`config.mk`:
```
export PLATFORM = sky130hd
export DESIGN_NAME = slot_allocator_flat
export DESIGN_NICKNAME = d
export VERILOG_FILES = /design/src/rtl/slot_allocator_if.sv /design/src/rtl/slot_allocator.sv /design/src/flat_wrapper.sv
export SDC_FILE = /design/constraint.sdc
export NUM_CORES = 1
export LEC_CHECK = 0
export ABC_AREA = 1
export CORE_MARGIN = 10
export CORE_UTILIZATION = 50
export CTS_BUF_LIST = sky130_fd_sc_hd__clkbuf_8
export CTS_CLUSTER_SIZE = 14
export DETAILED_ROUTE_END_ITERATION = 8
export DONT_BUFFER_PORTS = 1
export SLEW_MARGIN = 10
export SYNTH_ARGS = -nofsm -noshare
export SYNTH_HDL_FRONTEND = slang
export SYNTH_SLANG_ARGS = --single-unit
export TNS_END_PERCENT = 50
```
`constraint.sdc`:
```
create_clock -name clk -period 7.1 [get_ports clk]
set_input_delay 0.71 -clock clk [delete_from_list [all_inputs] [get_ports clk]]
set_output_delay 0.71 -clock clk [all_outputs]
set_load 0.005 [all_outputs]
```
`src/rtl/slot_allocator_if.sv`:
```
`default_nettype none
// ============================================================================
// Module   : slot_allocator_if
// Purpose  : Offer/grant handshake, release ports and status for slot_allocator.
// Revision : 1.0 - initial release
// ============================================================================
interface slot_allocator_if #(
    parameter int NUM_ENTRIES    = 8,
    parameter int NUM_FREE_PORTS = 2
);
    localparam int IDX_W = $clog2(NUM_ENTRIES);
    localparam int CNT_W = $clog2(NUM_ENTRIES + 1);

    logic                              alloc_valid;
    logic [IDX_W-1:0]                  alloc_index;
    logic                              alloc_ready;
    logic [NUM_FREE_PORTS-1:0]         free_valid;
    logic [NUM_FREE_PORTS*IDX_W-1:0]   free_index;
    logic [CNT_W-1:0]                  free_count;
    logic [NUM_ENTRIES-1:0]            free_bitmap;
    logic                              double_free_err;

    modport master (
        output alloc_valid, alloc_index, free_count, free_bitmap, double_free_err,
        input  alloc_ready, free_valid, free_index
    );

    modport slave (
        input  alloc_valid, alloc_index, free_count, free_bitmap, double_free_err,
        output alloc_ready, free_valid, free_index
    );
endinterface
`default_nettype wire

```
`src/rtl/slot_allocator.sv`:
```
`default_nettype none
// ============================================================================
// Module   : slot_allocator
// Purpose  : Free/used bitmap owner; offers one slot per cycle, multi-port release.
//            Optional macro SLOT_ALLOCATOR_DOUBLE_FREE_CHECK_EN enables sticky
//            double-free detection.
// Revision : 1.0 - initial release
// ============================================================================
module slot_allocator #(
    parameter int NUM_ENTRIES    = 8,
    parameter int NUM_FREE_PORTS = 2,
    parameter int RR_MODE        = 0
) (
    input  logic             clk,
    input  logic             rst,
    slot_allocator_if.master bus
);
    localparam int IDX_W = $clog2(NUM_ENTRIES);
    localparam int CNT_W = $clog2(NUM_ENTRIES + 1);

    logic [NUM_ENTRIES-1:0]    r_free_bitmap;
    logic [CNT_W-1:0]          r_free_count;
    logic                      w_alloc_valid;
    logic [IDX_W-1:0]          w_alloc_index;
    logic                      w_grant;
    logic [IDX_W-1:0]          w_tgt [NUM_FREE_PORTS];
    logic [NUM_FREE_PORTS-1:0] w_double;
    logic [NUM_ENTRIES-1:0]    w_set_mask;
    logic [NUM_ENTRIES-1:0]    w_clr_mask;
    logic [CNT_W-1:0]          w_rel_cnt;

    assign w_alloc_valid = |r_free_bitmap;
    assign w_grant       = w_alloc_valid & bus.alloc_ready;

    generate
        if (RR_MODE == 0) begin : g_prio
            always_comb begin
                w_alloc_index = '0;
                for (int i = 0; i < NUM_ENTRIES; i++) begin
                    if (r_free_bitmap[i]) w_alloc_index = IDX_W'(i);
                end
            end
        end else begin : g_rr
            logic [IDX_W-1:0] r_rr_ptr;
            logic [IDX_W:0]   w_pos;

            // Scan downward in distance so the slot nearest rr_ptr is written last.
            always_comb begin
                w_alloc_index = '0;
                w_pos         = '0;
                for (int k = NUM_ENTRIES - 1; k >= 0; k--) begin
                    w_pos = {1'b0, r_rr_ptr} + (IDX_W+1)'(k);
                    if (w_pos >= (IDX_W+1)'(NUM_ENTRIES)) w_pos = w_pos - (IDX_W+1)'(NUM_ENTRIES);
                    if (r_free_bitmap[w_pos[IDX_W-1:0]]) w_alloc_index = w_pos[IDX_W-1:0];
                end
            end

            always_ff @(posedge clk) begin
                if (rst) begin
                    r_rr_ptr <= '0;
                end else if (w_grant) begin
                    r_rr_ptr <= (w_alloc_index == IDX_W'(NUM_ENTRIES - 1)) ? '0
                                                                          : w_alloc_index + IDX_W'(1);
                end
            end
        end
    endgenerate

    generate
        for (genvar p = 0; p < NUM_FREE_PORTS; p++) begin : g_tgt
            assign w_tgt[p] = bus.free_index[p*IDX_W +: IDX_W];
        end
    endgenerate

    // A release is illegal if out of range, already free, colliding with the
    // grant, or duplicating a lower-numbered port's target.
    always_comb begin
        w_double   = '0;
        w_set_mask = '0;
        w_rel_cnt  = '0;
        for (int p = 0; p < NUM_FREE_PORTS; p++) begin
            if (bus.free_valid[p]) begin
                if (({1'b0, w_tgt[p]} >= (IDX_W+1)'(NUM_ENTRIES)) ||
                    r_free_bitmap[w_tgt[p]] ||
                    (w_grant && (w_tgt[p] == w_alloc_index))) begin
                    w_double[p] = 1'b1;
                end
                for (int q = 0; q < p; q++) begin
                    if (bus.free_valid[q] && (w_tgt[q] == w_tgt[p])) w_double[p] = 1'b1;
                end
                if (!w_double[p]) begin
                    w_set_mask[w_tgt[p]] = 1'b1;
                    w_rel_cnt            = w_rel_cnt + CNT_W'(1);
                end
            end
        end
    end

    always_comb begin
        w_clr_mask = '0;
        if (w_grant) w_clr_mask[w_alloc_index] = 1'b1;
    end

    always_ff @(posedge clk) begin
        if (rst) begin
            r_free_bitmap <= '1;
            r_free_count  <= CNT_W'(NUM_ENTRIES);
        end else begin
            r_free_bitmap <= (r_free_bitmap & ~w_clr_mask) | w_set_mask;
            r_free_count  <= r_free_count - CNT_W'(w_grant) + w_rel_cnt;
        end
    end

`ifdef SLOT_ALLOCATOR_DOUBLE_FREE_CHECK_EN
    logic r_err;

    always_ff @(posedge clk) begin
        if (rst) begin
            r_err <= 1'b0;
        end else if (|w_double) begin
            r_err <= 1'b1;
        end
    end

    assign bus.double_free_err = r_err;

`ifndef SYNTHESIS
    always_ff @(posedge clk) begin
        if (!rst) begin
            for (int p = 0; p < NUM_FREE_PORTS; p++) begin
                if (w_double[p]) $error("slot_allocator: double free on port %0d index %0d", p, w_tgt[p]);
            end
        end
    end
`endif
`else
    assign bus.double_free_err = 1'b0;
`endif

    assign bus.alloc_valid = w_alloc_valid;
    assign bus.alloc_index = w_alloc_index;
    assign bus.free_count  = r_free_count;
    assign bus.free_bitmap = r_free_bitmap;
endmodule
`default_nettype wire

```
`src/flat_wrapper.sv`:
```
// flat-port wrapper written by rule: the top's interface ports become plain ports
module slot_allocator_flat 
#(
    parameter int NUM_ENTRIES    = 8,
    parameter int NUM_FREE_PORTS = 2,
    parameter int RR_MODE        = 0
)
  (clk, rst, bus_alloc_valid, bus_alloc_index, bus_free_count, bus_free_bitmap, bus_double_free_err, bus_alloc_ready, bus_free_valid, bus_free_index);
  slot_allocator_if #(.NUM_ENTRIES(NUM_ENTRIES), .NUM_FREE_PORTS(NUM_FREE_PORTS)) bus_i ();
  input  logic clk;
  input  logic rst;
  output wire logic [$bits(bus_i.alloc_valid)-1:0] bus_alloc_valid;
  output wire logic [$bits(bus_i.alloc_index)-1:0] bus_alloc_index;
  output wire logic [$bits(bus_i.free_count)-1:0] bus_free_count;
  output wire logic [$bits(bus_i.free_bitmap)-1:0] bus_free_bitmap;
  output wire logic [$bits(bus_i.double_free_err)-1:0] bus_double_free_err;
  input wire logic [$bits(bus_i.alloc_ready)-1:0] bus_alloc_ready;
  input wire logic [$bits(bus_i.free_valid)-1:0] bus_free_valid;
  input wire logic [$bits(bus_i.free_index)-1:0] bus_free_index;
  assign bus_alloc_valid = bus_i.alloc_valid;
  assign bus_alloc_index = bus_i.alloc_index;
  assign bus_free_count = bus_i.free_count;
  assign bus_free_bitmap = bus_i.free_bitmap;
  assign bus_double_free_err = bus_i.double_free_err;
  assign bus_i.alloc_ready = bus_alloc_ready;
  assign bus_i.free_valid = bus_free_valid;
  assign bus_i.free_index = bus_free_index;
  slot_allocator #(.NUM_ENTRIES(NUM_ENTRIES), .NUM_FREE_PORTS(NUM_FREE_PORTS), .RR_MODE(RR_MODE)) u_core (.clk(clk), .rst(rst), .bus(bus_i));
endmodule
```
# Word level (Yosys, flattened, before mapping)

Cells that the tools add are included.
W data, S select, Z words.

Output and inout port bits: 17
Input bits: 11
Logic and storage cells: 59
Register bits: 12

Bitwise logic cells: 5
Muxes and demuxes: 31
Add/sub/neg operators: 3
Order comparisons: 6
Reduce and logical (&&, ||, !) cells: 9
Eq/ne operators: 3

Operator list:

| kind                  | number |
|---|---|
| $mux W8               | 5 |
| $mux W3               | 6 |
| $or A8 B8 Y8          | 2 |
| $lt A3 B4 Y1 const B  | 3 |
| $mux W1               | 12 |
| $mux W4               | 3 |
| $demux W1 S3          | 3 |
| $eq A3 B3 Y1          | 3 |
| $ge A3 B1 Y1 const B  | 3 |
| $and A8 B8 Y8         | 1 |
| $not A8 Y8            | 1 |
| $reduce_or A8 Y1      | 1 |
| $bmux W1 S3           | 2 |
| $logic_and A1 B1 Y1   | 6 |
| $add A4 B1 Y4 const B | 1 |
| $add A4 B4 Y4         | 1 |
| $sub A4 B1 Y4         | 1 |
| $logic_or A1 B1 Y1    | 2 |
| $and A1 B1 Y1         | 1 |

# Depth between registers and ports, before layout

Gate-level depths: netlist of run 1.

Depth after elaboration: 18
Gate-level depth with buffers: 16
Mapped depth without buffers: 15

# Worst setup path after synthesis of run 1

OpenSTA, ideal clock, no wires.

Path type: in2reg
From: input port bus_free_index[2]
To: register u_core.r_free_count[2] (netlist: u_core.bus.free_count[2])
Data required time: 6.985 ns
Arrival: 2.671 ns
Library setup time: 0.115 ns
Slack: 4.315 ns
Stages: 12
Path buffers: 2
Cells stage by stage: buf_6 > xnor2_1 > nand4_2 > and2_4 > buf_6 > ha_1 > nand2_1 > o21ai_0 > ha_1 > fa_1 > xnor2_1 > nor2_1

Cells in the longest elaborated chain, start to end: 11
Elaborated cells between the ends (all ways): 17
Those cells by class: 2 x add/sub; 2 x eq/ne; 10 x mux; 3 x reduce/logical

RTL lines:

| element                                                              | RTL line                                   | RTL |
|---|---|---|
| from (decl)                                                          | flat_wrapper.sv:19                         | `input wire logic [$bits(bus_i.free_index)-1:0] bus_free_index;` |
| $bmux W1 S3 or $eq A3 B3 Y1 (tied branches)                          | slot_allocator.sv:84, slot_allocator.sv:85 |  |
| $mux W1 (not written as such) or $logic_and A1 B1 Y1 (tied branches) | slot_allocator.sv:84, slot_allocator.sv:85 |  |
| $logic_or A1 B1 Y1                                                   | slot_allocator.sv:84                       | `r_free_bitmap[w_tgt[p]] \|\|` |
| $mux W1                                                              | slot_allocator.sv:83                       | `if (({1'b0, w_tgt[p]} >= (IDX_W+1)'(NUM_ENTRIES)) \|\|` |
| $mux W1                                                              | slot_allocator.sv:82                       | `if (bus.free_valid[p]) begin` |
| $mux W1                                                              | slot_allocator.sv:91                       | `if (!w_double[p]) begin` |
| $mux W4                                                              | slot_allocator.sv:82                       |  |
| $add A4 B1 Y4                                                        | slot_allocator.sv:93                       | `w_rel_cnt = w_rel_cnt + CNT_W'(1);` |
| $mux W4                                                              | slot_allocator.sv:91                       |  |
| $mux W4 (*)                                                          | slot_allocator.sv:82                       |  |
| $add A4 B4 Y4 (*)                                                    | slot_allocator.sv:110                      | `r_free_count <= r_free_count - CNT_W'(w_grant) + w_rel_cnt;` |
| to (signal assigned)                                                 | slot_allocator.sv:107                      | `r_free_count <= CNT_W'(NUM_ENTRIES);` |
| to (signal assigned)                                                 | slot_allocator.sv:110                      |  |
| to (decl)                                                            | slot_allocator.sv:22                       | `logic [CNT_W-1:0] r_free_count;` |

Every way passes the cells marked *; elsewhere a longest branch is shown, timed or not. The select of a mux whose other input is x is not followed.
A chain may end at the register's enable or synchronous reset.

# Worst setup path after layout of run 1

From: input port bus_free_index[0]
To: register u_core.r_free_count[2] (netlist: u_core.bus.free_count[2])

The elaborated chain is that of the path after synthesis.

==> results of run 1 <==
report_power, final:
group / leakage [nW] / switching (mW) / internal [mW] / total (mW)
sequential: 0.0986 / 0.00952 / 0.0773 / 0.0869
combinational: 0.429 / 0.0436 / 0.0346 / 0.0782
clock: 0.0288 / 0.0285 / 0.0490 / 0.0776
registers in the layout, indices dropped and copies added, names as in the netlist:
name,cells
u_core.bus.free_count,4
u_core.bus.free_bitmap,8
through the flow:
stage / area (um^2) / setup slack [ps] / hold slack, ps / instances
final: 1200 / 4570 / 530 / 207
after global routing: 1200 / 4380 / 523 / 207
after CTS: 1200 / 4590 / 529 / 207
after detailed placement: 1140 / 4340 / 597 / 203
after global placement: 1140 / 4430 / 587 / 203
after floorplan: 1180 / 4310 / 510 / 182
worst max-delay path: stages:
cell and delay, ps:
inv_4 70, nand3_1 100, o21ai_1 150, nor2_2 80, nand2_2 90, clkinv_1 110
ha_1 300, nand2_1 70, o21ai_0 90, ha_1 240, fa_1 440, xnor2_1 140
nor2_1 60
path summary, 6_finish.rpt:
check                       startpoint                         to  slack [ps]  cells after the start
min reg2reg  u_core.bus.free_bitmap[2]  u_core.bus.free_bitmap[2]         600                      2
max                  bus_free_index[0]   u_core.bus.free_count[2]        4570                     13
max reg2reg  u_core.bus.free_bitmap[4]   u_core.bus.free_count[2]        4630                     12
min                                rst   u_core.bus.free_count[1]         530                      1
logic make-up (layout without fill, tap and decap cells):
group	after synthesis	after routing	synth area share, %
adder cells (fa/ha/maj)	7	7	8.03
buffers and inverters	38	35	16.6
AND/OR/NAND/NOR	109	109	46.0
XOR/XNOR	5	5	4.33
AO/OA/AOI/OAI	10	10	4.44
flip-flops	12	12	20.3
other	1	1	0.317
routing by layer:
metal  GRT usage [%]  part of all wire, %  routed length, um  up-vias
met5               0                    0                  0        -
met4            3.27                 0.70                 21        0
met3            5.48                  9.8                294        5
met2            20.7                   44               1340       35
met1            17.0                   45               1360      505
li1                -                    -                  -      575
layout by cell type (no fill, tap or decap), types with 2 or more instances in the layout:
cell type / Yosys / routed
a21oi_1: 5 / 5
clkbuf_8: 0 / 4
dfxtp_1: 12 / 12
ha_1: 6 / 6
inv_1: 26 / 26
inv_2: 2 / 2
inv_4: 2 / 2
nand2_1: 34 / 34
nand2_2: 3 / 3
nand3_1: 22 / 22
nand3_2: 2 / 2
nand3b_1: 2 / 2
nand4_1: 9 / 9
nand4_2: 2 / 2
nor2_1: 21 / 21
nor2_2: 4 / 4
nor2_4: 2 / 2
nor3_1: 6 / 6
o21ai_0: 2 / 2
o21ai_1: 2 / 2
xnor2_1: 3 / 3
final cells by class:
class	instances	area share, %
clock buffers	4	4.59
inverters	31	10.1
well taps	28	2.92
multi-input cells	132	62.3
flip-flops and latches	12	20.0
==> results_dict.tcl, run 1 <==
set metrics [dict create \
    post_drt_wl_per_cell_um 14.6 \
    clk_path_buf_depth 2 \
    cap_violations 0 \
    leakage_nw 0.556 \
    synth-edff-count 0 \
    wl_um 3010 \
    start_util_pct 53.0 \
    cp-end-kind "flip-flop" \
    multi_input_area_um2 747 \
    grt_pass1_vias 1027 \
    drt_iter0_markers 72 \
    yosysTopAreaCell "dfxtp_1" \
    ys_seq_elements 12 \
    cts_tree "yes" \
    nets 198 \
    synth.top_cells.by_count "nand2_1 (34), inv_1 (26), nand3_1 (22)" \
    dieArea_um2 4710 \
    irDropWorstVdd_v 0.000131 \
    gp_congestion 0.927 \
    die_y_um 68.7 \
    drt_first_pass_iters 4 \
    syn-num-nets 200 \
    ctsHoldBuffers 0 \
    synth_top_cell_area_share_pct 20.3 \
    grt_overflow 0 \
    clk_pin_slew_worst_paths_ps 60 \
    dp.final_hpwl_um 2500 \
    async_flop_share_pct 0 \
    report.final.slew_viol_count 0 \
    cp_data_required_time_ps 7240 \
    fillCellCount 245 \
    rows 17 \
    cp.arrival_ps 2660 \
    hold_viol 0 \
    cts_buffers 3 \
    grt_pass1_wl_um 4870 \
    power.total_mw 0.243 \
    fin_crit_sh_pct 35.6 \
    drive_above_1_share_pct 12.8 \
    portBuffers 0 \
    period_minus_slack_ps 2530 \
    via_per_inst 5.41 \
    rsz0062_at_grt "no" \
    clock_sinks 12 \
    drc_errors 0 \
    synth.area.top_cells "dfxtp_1 (20%), nand2_1 (11%), nand3_1 (9.3%)" \
    min_path_type "input pin to flip-flop" \
    start_kind "input pin" \
    synthMostInstantiatedCell "nand2_1" \
    clk_latency_ps 240 \
    grt_max_degree 11 \
    area_growth_pct 1.27 \
    grt_antenna_before_repair 0 \
    skew_ps 0.473 \
    die_x_um 68.7 \
    root_buffer "clkbuf_8" \
    post-cts-setup-buffers 0 \
    io_pins 28 \
    synth.distinct_cells 30 \
    fin_util_pct 53.7 \
    clock.fmax_mhz 396 \
    vias 1120 \
    ys_warn_count 0 \
    ys_seq_area_share_pct 20.3 \
    path_max_fanout 8 \
    htreeDepth 1 \
    core_area_um2 2230 \
    outcome "finished, final reports clean" \
    antenna_left 0 \
    grt_usage_pct 13.4 \
    antenna_cells 0 \
    p_per_area_nw_per_um2 202 \
    syn_area_um2 1180 \
    synth_area_per_cell_um2 6.50 \
    seq_area_um2 240 \
    fin_setup_tns_ps 0 \
    synthFlopType "dfxtp_1" \
    setup_viol 0 \
    syn_inst 182 \
    critical_path_class "input pin to flip-flop" \
    cts_resized 0 \
]
Power figures use the tool's default switching activity.
==> run 2, diff against run 1 <==
- clock period: 7.1 -> 2.5 ns (I/O delays scaled with it)
==> results_dict.tcl, run 2 (synthesis gave the netlist of run 1 again) <==
set metrics [dict create \
    layout_commonest_cell "nand2_1" \
    hold_viol 0 \
    clock_sinks 12 \
    cts_tree "yes" \
    p_switching_mw 0.227 \
    p_per_area_nw_per_um2 522 \
    dp_slack_ps 30.6 \
    leakage_nw 0.577 \
    rrSetupSlack_ps 170 \
    core_area_um2 2230 \
    pwr-share-clk_pct 26.5 \
    fin_setup_tns_ps 0 \
    outcome "finished, final reports clean" \
    wl_um 3130 \
    irDropWorstVdd_v 0.000488 \
    cts_buffers 3 \
    root_buffer "clkbuf_8" \
    crit_chain "nand3_2 -> nand3_1 -> nor2_2 -> nand2_2 -> inv_2 -> ha_1 -> nand2_1 -> ha_1 -> inv_1 -> ha_1 -> a21o_1 -> a21oi_1 -> a21oi_1 -> o21ai_0" \
    cpMostUsedCell "ha_1" \
    htreeDepth 1 \
    nets 204 \
    cp_data_required_time_ps 2660 \
    reg2reg_from "u_core.bus.free_bitmap[0]" \
    io_pins 28 \
    dp.final_hpwl_um 2590 \
    place_area_um2 1190 \
    grt_pass1_wl_um 5250 \
    grt_antenna_before_repair 0 \
    grt_pass1_vias 1102 \
    switching_share_pct 34.8 \
    period_minus_slack_ps 2330 \
    report.final.slew_viol_count 0 \
    cap_violations 0 \
    clk_latency_ps 240 \
    start_util_pct 53.0 \
    final_area_um2 1250 \
    grt_max_degree 11 \
    antenna_left 0 \
    ctsHoldBuffers 0 \
    die_x_um 68.7 \
    setup_viol 0 \
    cp_slowest_cell "dfxtp_4" \
    post-cts-setup-buffers 0 \
    combPwrFrac_pct 36.1 \
    crit_end "u_core.bus.free_count[3]" \
    rows 17 \
    largest_reg_flops 8 \
    grt_overflow 0 \
    grt_usage_pct 14.6 \
    clk_path_buf_depth 2 \
    post_drt_wl_per_cell_um 14.7 \
    rsz0062_at_grt "no" \
    timing.rr.end "u_core.bus.free_count[3]" \
    layout_common_cells "nand2_1 (34), inv_1 (26), nand3_1 (22)" \
    cts_resized 0 \
    portBuffers 0 \
    p_seq_share_pct 37.5 \
    drive_above_1_share_pct 20.1 \
    vias 1145 \
    cp-end-kind "flip-flop" \
    setup_slack_ps 166 \
    drc_errors 0 \
    fin_crit_sh_pct 93.4 \
    clk_pin_slew_worst_paths_ps 50 \
    critPathMaxStageDelay_ps 370 \
    skew_ps 2.28 \
    critPathLaunch "u_core.bus.free_bitmap[0]" \
    start_kind "flip-flop" \
    critPathBufInv 2 \
    clock.fmax_mhz 428 \
    path_max_fanout 5 \
    via_per_inst 5.40 \
    drt_iter0_markers 75 \
    gp_congestion 0.876 \
    r2r_cells 14 \
    drt_first_pass_iters 4 \
    min_path_type "input pin to flip-flop" \
    path_delay_family "adder cells" \
    area_growth_pct 5.71 \
    hold_ws_ps 77.6 \
    antenna_cells 0 \
    die_y_um 68.7 \
    critical_path_class "flip-flop to flip-flop" \
    dieArea_um2 4710 \
    cp.arrival_ps 2500 \
    path_depth 14 \
    intPower_mw 0.426 \
]
==> run 2: cell types whose count changed in the layout (fill, tap and decap cells not counted), sizes merged <==
| cell | delta |
|---|---|
| buf | +6 |
| inv | +1 |
| clkinv | -1 |
| clkbuf | -1 |
==> run 2: worst min-delay path by stage <==
| stage | startpoint | to | slack [ps] | depth (start not counted) |
|---|---|---|---|---|
| final | rst | u_core.bus.free_count[0] | 80 | 1 |
| after global routing | rst | u_core.bus.free_count[1] | 70 | 1 |
| after floorplan | rst | u_core.bus.free_count[0] | 430 | 2 |
| after global placement | rst | u_core.bus.free_count[0] | 320 | 1 |
| after detailed placement | rst | u_core.bus.free_count[0] | 330 | 1 |
| after CTS | rst | u_core.bus.free_count[0] | 80 | 1 |
==> run 2: power groups by stage <==
stage          logic (mW)  registers, mW  clock network [mW]
2_1_floorplan       0.212          0.244                   0
3_3_place_gp        0.226          0.254                   0
3_5_place_dp        0.229          0.253                   0
4_1_cts             0.236          0.250               0.176
5_1_grt             0.281          0.249               0.187
6_report            0.236          0.245               0.173
==> run 2: cell type report <==
class | instances | area [um^2]
clock buffer | 3 | 41.3
timing repair buffer | 6 | 45.0
tap | 28 | 35.0
sequential | 12 | 259
inverter | 31 | 121
multi-input combinational | 132 | 749
fill | 221 | 982
==> run 2: through the flow <==
stage	utilization, %	cells	power, mW
2_1_floorplan	-	182	0.456
3_3_place_gp	53.2	209	0.480
3_5_place_dp	53.2	209	0.483
4_1_cts	55.1	212	0.662
5_1_grt	56.0	212	0.717
6_report	56.0	212	0.653
==> run 2: metal layers <==
layer	share of wire (%)	wire length, um	vias up	GRT usage, %
met4	1.8	57	0	6.53
met1	46	1430	512	18.7
met3	10	316	7	4.35
met2	42	1320	38	21.9
met5	0	0	-	0
li1	-	-	588	-
==> run 3, diff against run 2 <==
- MAX_ROUTING_LAYER: not set -> met4
==> results_dict.tcl, run 3 (synthesis gave the netlist of run 1 again) <==
set metrics [dict create \
    htreeDepth 1 \
    cap_violations 0 \
    portBuffers 0 \
    reg2reg_from "u_core.bus.free_bitmap[4]" \
    fillCellCount 233 \
    p_per_area_nw_per_um2 529 \
    layout_commonest_cell "nand2_1" \
    min_path_type "input pin to flip-flop" \
    rows 17 \
    grt_max_degree 11 \
    hp-start "rst" \
    die_x_um 68.7 \
    report.final.slew_viol_count 0 \
    largest_reg_flops 8 \
    cts_tree "yes" \
    seq_area_um2 259 \
    wl_um 3190 \
    critPathLaunch "u_core.bus.free_bitmap[4]" \
    layout_common_cells "nand2_1 (34), inv_1 (26), nand3_1 (22)" \
    grt_antenna_before_repair 0 \
    gp_congestion 0.889 \
    clk_latency_ps 250 \
    critical_path_class "flip-flop to flip-flop" \
    clock.fmax_mhz 430 \
    fin_setup_tns_ps 0 \
    period_minus_slack_ps 2320 \
    cp-end-kind "flip-flop" \
    drt_iter0_markers 58 \
    ctsHoldBuffers 0 \
    cp_data_required_time_ps 2640 \
    clk_pin_slew_worst_paths_ps 60 \
    fin_util_pct 56.6 \
    core_area_um2 2230 \
    grt_overflow 0 \
    via_per_inst 5.49 \
    grt_pass1_vias 1096 \
    drc_errors 0 \
    drt_first_pass_iters 4 \
    start_util_pct 53.0 \
    leakage_nw 0.582 \
    cts_buffers 3 \
    antenna_cells 0 \
    dieArea_um2 4710 \
    vias 1163 \
    dp.final_hpwl_um 2590 \
    drive_above_1_share_pct 20.1 \
    irDropWorstVdd_v 0.000528 \
    start_kind "flip-flop" \
    grt_pass1_wl_um 5280 \
    antenna_left 0 \
    root_buffer "clkbuf_8" \
    multi_input_area_um2 763 \
    skew_ps 3.11 \
    area_growth_pct 6.87 \
    fin_crit_sh_pct 93.0 \
    die_y_um 68.7 \
    clk_path_buf_depth 2 \
    clock_sinks 12 \
    nets 204 \
    path_max_fanout 5 \
    post_drt_wl_per_cell_um 15.1 \
    setup_viol 0 \
    cp.arrival_ps 2460 \
    outcome "finished, final reports clean" \
    power.total_mw 0.669 \
    io_pins 28 \
    hold_viol 0 \
    rrSetupSlack_ps 180 \
    grt_usage_pct 15.0 \
]
run 3: cell types whose count changed in the layout (fill, tap and decap cells not counted):
| cell | change |
|---|---|
| nand4_2 | -1 |
| nor2_4 | +1 |
| nand4_4 | +1 |
| ha_1 | +1 |
| nor2_1 | -1 |
| ha_2 | -1 |
run 3: final cells by class:
type,count,area share (%)
multi-input cells,132,60.3
flip-flops and latches,12,20.5
inverters,31,9.59
repair buffers,6,3.56
clock buffers,3,3.26
well taps,28,2.77
run 3: timing repair:
item                       CTS  global route
setup endpoints to repair    0             3
buffers inserted             0             0
resized for setup            0            15
run 3: path summary, 6_finish.rpt:
kind / to / depth (start not counted)
worst min-delay path: u_core.bus.free_count[0] / 1
worst min register to register: u_core.bus.free_bitmap[4] / 2
worst max-delay path: u_core.bus.free_count[2] / 11
worst max register to register: u_core.bus.free_count[2] / 11
run 3: through the flow:
stage | setup WS (ps) | hold slack, ps | area [um^2] | instances
after floorplan | 175 | 434 | 1180 | 182
after global placement | 37.3 | 324 | 1190 | 209
after detailed placement | 56.6 | 325 | 1190 | 209
after CTS | 38.6 | 66.4 | 1230 | 212
after global routing | -9.78 | 66.9 | 1260 | 212
final | 176 | 68.0 | 1260 | 212
run 3: where the power goes:
group	leakage (nW)	switching, mW	internal (mW)	total, mW
registers	0.0968	0.0287	0.217	0.245
logic	0.464	0.134	0.104	0.238
clock network	0.0216	0.0795	0.107	0.186
total	0.582	0.242	0.427	0.669
run 3: routing by layer:
| layer | part of all wire (%) | wire length [um] | global-route usage (%) |
|---|---|---|---|
| met5 | 0 | 0 | - |
| met1 | 45 | 1420 | 18.3 |
| met2 | 44 | 1390 | 22.0 |
| met3 | 10 | 331 | 5.48 |
| met4 | 1.4 | 46 | 5.53 |
run 3: worst max-delay path, cell delays in order (launching register included):
cell and delay (ps):
dfxtp_4 380, nand2_1 60, nand3_1 120, nand4_4 130, and2_4 190, ha_1 270, nand2_1 60, o21ai_0 80
ha_1 250, fa_1 440, xnor2_1 170, nor2_1 50
